[config.mk]
export PLATFORM = sky130hd
export DESIGN_NAME = change_dispenser
export DESIGN_NICKNAME = d
export VERILOG_FILES = /design/src/rtl/change_dispenser_pkg.sv /design/src/rtl/dispense_timer.sv /design/src/rtl/change_dispenser.sv
export SDC_FILE = /design/constraint.sdc
export NUM_CORES = 1
export LEC_CHECK = 0
export BUFFER_PORTS_ARGS = -buffer_cell sky130_fd_sc_hd__buf_4
export CAP_MARGIN = 20
export CORE_UTILIZATION = 57
export CTS_CLUSTER_SIZE = 25
export DETAILED_ROUTE_END_ITERATION = 12
export HOLD_SLACK_MARGIN = 0.06
export PLACE_DENSITY = 0.89
export SLEW_MARGIN = 5
export SYNTH_ARGS = -nofsm -noshare
export SYNTH_HDL_FRONTEND = slang
export SYNTH_SLANG_ARGS = --single-unit
[constraint.sdc]
create_clock -name clk -period 5.3 [get_ports clk]
set_input_delay 0.265 -clock clk [delete_from_list [all_inputs] [get_ports clk]]
set_output_delay 0.265 -clock clk [all_outputs]
set_load 0.01 [all_outputs]
[src/rtl/change_dispenser_pkg.sv]
// Shared definitions for the change dispenser.
//   - coin values expressed in nickel units
//   - request amount width and the default largest accepted request
//   - controller state encoding
package change_dispenser_pkg;

    localparam int AMT_W = 7;

    localparam logic [AMT_W-1:0] NICKEL_VAL  = 7'd1;
    localparam logic [AMT_W-1:0] DIME_VAL    = 7'd2;
    localparam logic [AMT_W-1:0] QUARTER_VAL = 7'd5;

    // $5.00 in nickels
    localparam int MAX_NICKELS_DEFAULT = 100;

    typedef enum logic [2:0] {
        ST_IDLE   = 3'd0,
        ST_SELECT = 3'd1,
        ST_PULSE  = 3'd2,
        ST_GAP    = 3'd3,
        ST_DONE   = 3'd4,
        ST_FAULT  = 3'd5
    } state_t;

endpackage

[src/rtl/dispense_timer.sv]
// Loadable down-counter used to time solenoid pulses and recovery gaps.
// Ports:
//   clk, reset   clock, asynchronous active-high reset
//   load         load 'value' into the counter this cycle
//   value        reload value (a duration of N cycles is loaded as N-1)
//   expired      counter has reached zero
module dispense_timer #(
    parameter int WIDTH = 8
) (
    input  logic             clk,
    input  logic             reset,
    input  logic             load,
    input  logic [WIDTH-1:0] value,
    output logic             expired
);

    logic [WIDTH-1:0] count;

    always_ff @(posedge clk or posedge reset) begin
        if (reset) begin
            count <= '0;
        end else if (load) begin
            count <= value;
        end else if (count != '0) begin
            count <= count - WIDTH'(1);
        end
    end

    assign expired = (count == '0);

endmodule

[src/rtl/change_dispenser.sv]
// Coin change dispenser: pays a nickel-unit amount greedily from quarters,
// dimes and nickels (skipping empty tubes), one solenoid pulse at a time,
// each pulse followed by a mechanical recovery gap.
// Ports:
//   clk, reset                         clock, asynchronous active-high reset
//   start, amount                      request strobe and amount owed (nickels)
//   quarterEmpty/dimeEmpty/nickelEmpty tube empty flags (sampled in SELECT)
//   ejQuarter/ejDime/ejNickel          solenoid drives
//   busy, done, fault                  status back to the vending machine
//   remaining, coinsOut                balance still owed, coins paid so far
module change_dispenser
    import change_dispenser_pkg::*;
#(
    parameter int PULSE_CYCLES = 50000000,
    parameter int GAP_CYCLES   = 25000000,
    parameter int MAX_NICKELS  = MAX_NICKELS_DEFAULT
) (
    input  logic             clk,
    input  logic             reset,
    input  logic             start,
    input  logic [AMT_W-1:0] amount,
    input  logic             quarterEmpty,
    input  logic             dimeEmpty,
    input  logic             nickelEmpty,
    output logic             ejQuarter,
    output logic             ejDime,
    output logic             ejNickel,
    output logic             busy,
    output logic             done,
    output logic             fault,
    output logic [AMT_W-1:0] remaining,
    output logic [AMT_W-1:0] coinsOut
);

    // One timer covers both PULSE and GAP, so size it for the longer one.
    localparam int TMAX = (PULSE_CYCLES > GAP_CYCLES) ? PULSE_CYCLES : GAP_CYCLES;
    localparam int TW   = (TMAX > 1) ? $clog2(TMAX) : 1;
    // The timer is loaded on the entry edge and the state exits on the cycle
    // it reads zero, so an N-cycle interval loads N-1.
    localparam logic [TW-1:0] PULSE_LOAD = TW'(PULSE_CYCLES - 1);
    localparam logic [TW-1:0] GAP_LOAD   = TW'(GAP_CYCLES - 1);

    state_t           state, state_n;
    logic [AMT_W-1:0] remaining_n, coins_n;
    logic             ejq_n, ejd_n, ejn_n;
    logic             busy_n, done_n, fault_n;
    logic             tmr_load;
    logic [TW-1:0]    tmr_value;
    logic             tmr_expired;

    dispense_timer #(.WIDTH(TW)) u_timer (
        .clk     (clk),
        .reset   (reset),
        .load    (tmr_load),
        .value   (tmr_value),
        .expired (tmr_expired)
    );

    // Every output is a flop; the combinational block computes their next
    // values together with the next state.
    always_ff @(posedge clk or posedge reset) begin
        if (reset) begin
            state     <= ST_IDLE;
            remaining <= '0;
            coinsOut  <= '0;
            ejQuarter <= 1'b0;
            ejDime    <= 1'b0;
            ejNickel  <= 1'b0;
            busy      <= 1'b0;
            done      <= 1'b0;
            fault     <= 1'b0;
        end else begin
            state     <= state_n;
            remaining <= remaining_n;
            coinsOut  <= coins_n;
            ejQuarter <= ejq_n;
            ejDime    <= ejd_n;
            ejNickel  <= ejn_n;
            busy      <= busy_n;
            done      <= done_n;
            fault     <= fault_n;
        end
    end

    always_comb begin
        state_n     = state;
        remaining_n = remaining;
        coins_n     = coinsOut;
        ejq_n       = ejQuarter;
        ejd_n       = ejDime;
        ejn_n       = ejNickel;
        busy_n      = busy;
        done_n      = 1'b0;
        fault_n     = fault;
        tmr_load    = 1'b0;
        tmr_value   = PULSE_LOAD;

        case (state)
            ST_IDLE: begin
                if (start) begin
                    remaining_n = amount;
                    coins_n     = '0;
                    if (int'(amount) > MAX_NICKELS) begin
                        // Rejected outright: never becomes busy.
                        state_n = ST_FAULT;
                        fault_n = 1'b1;
                    end else begin
                        state_n = ST_SELECT;
                        fault_n = 1'b0;
                        busy_n  = 1'b1;
                    end
                end
            end

            ST_SELECT: begin
                // Greedy, no backtracking. Each >= guard also keeps the
                // subtraction below from underflowing.
                if (remaining == '0) begin
                    state_n = ST_DONE;
                    done_n  = 1'b1;
                end else if (remaining >= QUARTER_VAL && !quarterEmpty) begin
                    state_n     = ST_PULSE;
                    ejq_n       = 1'b1;
                    remaining_n = remaining - QUARTER_VAL;
                    coins_n     = coinsOut + 7'd1;
                    tmr_load    = 1'b1;
                end else if (remaining >= DIME_VAL && !dimeEmpty) begin
                    state_n     = ST_PULSE;
                    ejd_n       = 1'b1;
                    remaining_n = remaining - DIME_VAL;
                    coins_n     = coinsOut + 7'd1;
                    tmr_load    = 1'b1;
                end else if (remaining >= NICKEL_VAL && !nickelEmpty) begin
                    state_n     = ST_PULSE;
                    ejn_n       = 1'b1;
                    remaining_n = remaining - NICKEL_VAL;
                    coins_n     = coinsOut + 7'd1;
                    tmr_load    = 1'b1;
                end else begin
                    // remaining keeps the shortfall
                    state_n = ST_FAULT;
                    fault_n = 1'b1;
                end
            end

            ST_PULSE: begin
                if (tmr_expired) begin
                    state_n   = ST_GAP;
                    ejq_n     = 1'b0;
                    ejd_n     = 1'b0;
                    ejn_n     = 1'b0;
                    tmr_load  = 1'b1;
                    tmr_value = GAP_LOAD;
                end
            end

            ST_GAP: begin
                if (tmr_expired) begin
                    state_n = ST_SELECT;
                end
            end

            ST_DONE: begin
                state_n = ST_IDLE;
                busy_n  = 1'b0;
            end

            ST_FAULT: begin
                state_n = ST_IDLE;
                busy_n  = 1'b0;
            end

            default: begin
                state_n = ST_IDLE;
            end
        endcase
    end

endmodule

==> run metrics <==
Peak Freq=~0.36 GHz; CTS resizes=0; status=complete, no violations; full die area=~5700 um2; worst-path cell chain=or3b_2, a31oi_1, o31a_1, or4b_1, nand3_1; Async S/R FF share, synth=1.00; area grow syn2layout=13.1%; Syn Nets=roughly 360; most common cell in the netlist=dfrtp_1; Final ANT Viol Nets=0; nets@finish=approximately 390; initial antenna violation count=0; Primary FF master, synth=dfrtp_1; share of cells above drive strength 1=0.154; Leak=1.42 nW; ranking of synthesized cells by area=dfrtp_1 40%, ha_1 4.0%, o21ai_0 3.2%; Setup Buffers After CTS=0; starting density of the core=0.599; slowest cell delay on critical path=roughly 0.67 ns; crit path from=state[0]; ant diodes=0; Std-Cell Rows=26; Hold Path Class=input port to flop; CTS tree=yes; r2r startpoint=state[0]; first-pass GRT wire length=approximately 12 mm; Worst Path Required=about 5.5 ns; Slew @ Worst Pin=roughly 0.95 ns; warning count from the yosys run=0; largest net degree at the start of global routing=50; clk_lat worst skew=approximately 0.3 ns; Final TNS setup=0 ns; Tmin final=2.80 ns; die height=approximately 76 um; GP Congestion=between 0.9 and 1; Max Cap Viol=0; sequential area share after synthesis=0.396; Setup crit end=u_timer.count[24]; Worst-path clk slew=0.08 ns; library cells used by synthesis=64; Fin. Hold Viols=0; critical path class=flop to flop; GR Overflow Total=0; post-layout utilization of the core=0.677; Post-synth EDFFs=0; WL/cell=~18 um; Post-Syn Area=3100 um2; Iter 0 DRT Violations=between 300 and 400; detailed-route via count=slightly below 3000; Max Root-Sink Buffers=2; cell chosen for the clock root=clkbuf_8; WL final=a little under 8 mm; Avg Inst Size Synth=9.08 um2; router iterations before antenna repair=5; Yosys top cell area share=0.396; CP endpoint kind=flop; Die Wd=around 76 um; kind of start point of the critical path=flop; part of the cycle the worst path needs=0.528; core area=~5200 um2; commonest cells in the synthesized netlist=49 x dfrtp_1, 24 x nand2_1, 22 x nor2_1; Max FO, Critical Path=18; slowest stage cell, crit path=or3b_2; Synth Instances=approximately 340; Worst VDD drop=roughly 0.15 mV; Port Buffers=32; Synth area leader=dfrtp_1; total track usage=0.279; CTS H-Tree Depth=2; Worst R2R Setup Slack=approximately 2.5 ns; Via density=~6.6; Sink Count=49; post-DP HPWL=5.40 mm; reg2reg end=u_timer.count[24]; Setup violations, final=0; vias in the first global route=between 2000 and 2500; I/O pins=33; Synth Register Bits=roughly 50; Slew HR=0.368; CTS Hold Bufs=0; pwr dens=approximately 180 nW/um2; skew final=0.00537 ns; DRC=0; CP Data Arrival Time=around 3.0 ns; RSZ-0062 raised after global routing=false; final count of pins violating max slew=0; Worst Reg-to-Reg Cells=5; CTS buffer count=5
-- state kept, by name, indices dropped and copies added (netlist names) --
name,count
busy,1
fault,1
u_timer.count,26
remaining,7
ejDime,1
ejNickel,1
ejQuarter,1
coinsOut,7
done,1
state,3
-- routing by layer --
layer  wire length [um]  up-vias  global-route usage
met5                  0        -                   0
met3                553       16              0.0542
met1               3420     1381               0.401
met4                123        0              0.0926
li1                   -     1354                   -
met2               3660      132               0.427
-- power by group --
part | internal, mW | total (mW) | switching, mW | leakage (nW)
Combinational | 0.0136 | 0.0342 | 0.0206 | 0.821
Clock | 0.104 | 0.223 | 0.119 | 0.0443
Sequential | 0.374 | 0.375 | 0.000872 | 0.558
Total | 0.491 | 0.632 | 0.140 | 1.42
-- worst min path at each step --
stage                         start      endpoint  slack [ns]  cells past startpoint
final                     amount[3]  remaining[3]        0.26                      3
after detailed placement     ejDime        ejDime        0.48                      1
after CTS                     reset          done        0.25                      2
after floorplan           amount[3]  remaining[3]        0.44                      2
after global routing      amount[3]  remaining[3]        0.27                      3
after global placement       ejDime        ejDime        0.48                      1
-- cell usage in the layout (no fill, tap or decap), drive strengths merged, types with 4 or more instances in the layout --
cell type	Yosys	layout
a211oi	4	4
a21oi	18	18
a311oi	6	6
a31oi	6	6
and2	7	7
and3	4	4
buf	4	36
clkbuf	12	7
dfrtp	49	49
ha	10	10
inv	10	10
mux2i	4	4
nand2	24	24
nand2b	7	7
nand3	15	15
nor2	22	22
nor2b	4	4
nor3	15	15
nor3b	4	4
nor4	10	10
o21a	4	4
o21ai	22	22
o31ai	13	13
or3	10	10
or4	7	7
-- cells by family after synthesis --
family | after synthesis | share of synthesized area
DFF | 49 | 0.396
AOI/OAI and AO/OA | 104 | 0.242
adders and majority gates | 10 | 0.0404
xor gates and xnor gates | 6 | 0.0170
buffers and inverters | 26 | 0.0331
muxes | 5 | 0.0166
and+or+nand+nor | 141 | 0.256
-- through the flow --
| step | worst slack, ns | cell area (um2) | cells | hold WS, ns | total power, mW |
|---|---|---|---|---|---|
| final | 2.50 | 3500 | 439 | 0.258 | 0.632 |
| after global placement | 2.55 | 3380 | 429 | 0.476 | 0.413 |
| after detailed placement | 2.63 | 3390 | 430 | 0.484 | 0.414 |
| after global routing | 2.42 | 3500 | 439 | 0.269 | 0.653 |
| after floorplan | 2.92 | 3100 | 341 | 0.442 | 0.399 |
| after CTS | 2.59 | 3470 | 437 | 0.251 | 0.631 |
-- worst max-delay path, delay by kind of cell, from the launching register on --
kind,cells,cell delay [ns]
AO/OA/AOI/OAI,2,1.19
AND/OR/NAND/NOR,3,0.94
flip-flops,1,0.54
-- area by class of cell --
| cell class | instances | area, um2 |
|---|---|---|
| Timing Repair Buffer | 37 | 297 |
| Clock buffer | 7 | 86.3 |
| Multi-Input combinational cell | 266 | 1770 |
| Tap cell | 70 | 87.6 |
| Fill cell | 394 | 1670 |
| Inverter | 10 | 37.5 |
| Sequential cell | 49 | 1230 |
Power figures use the tool's default switching activity.
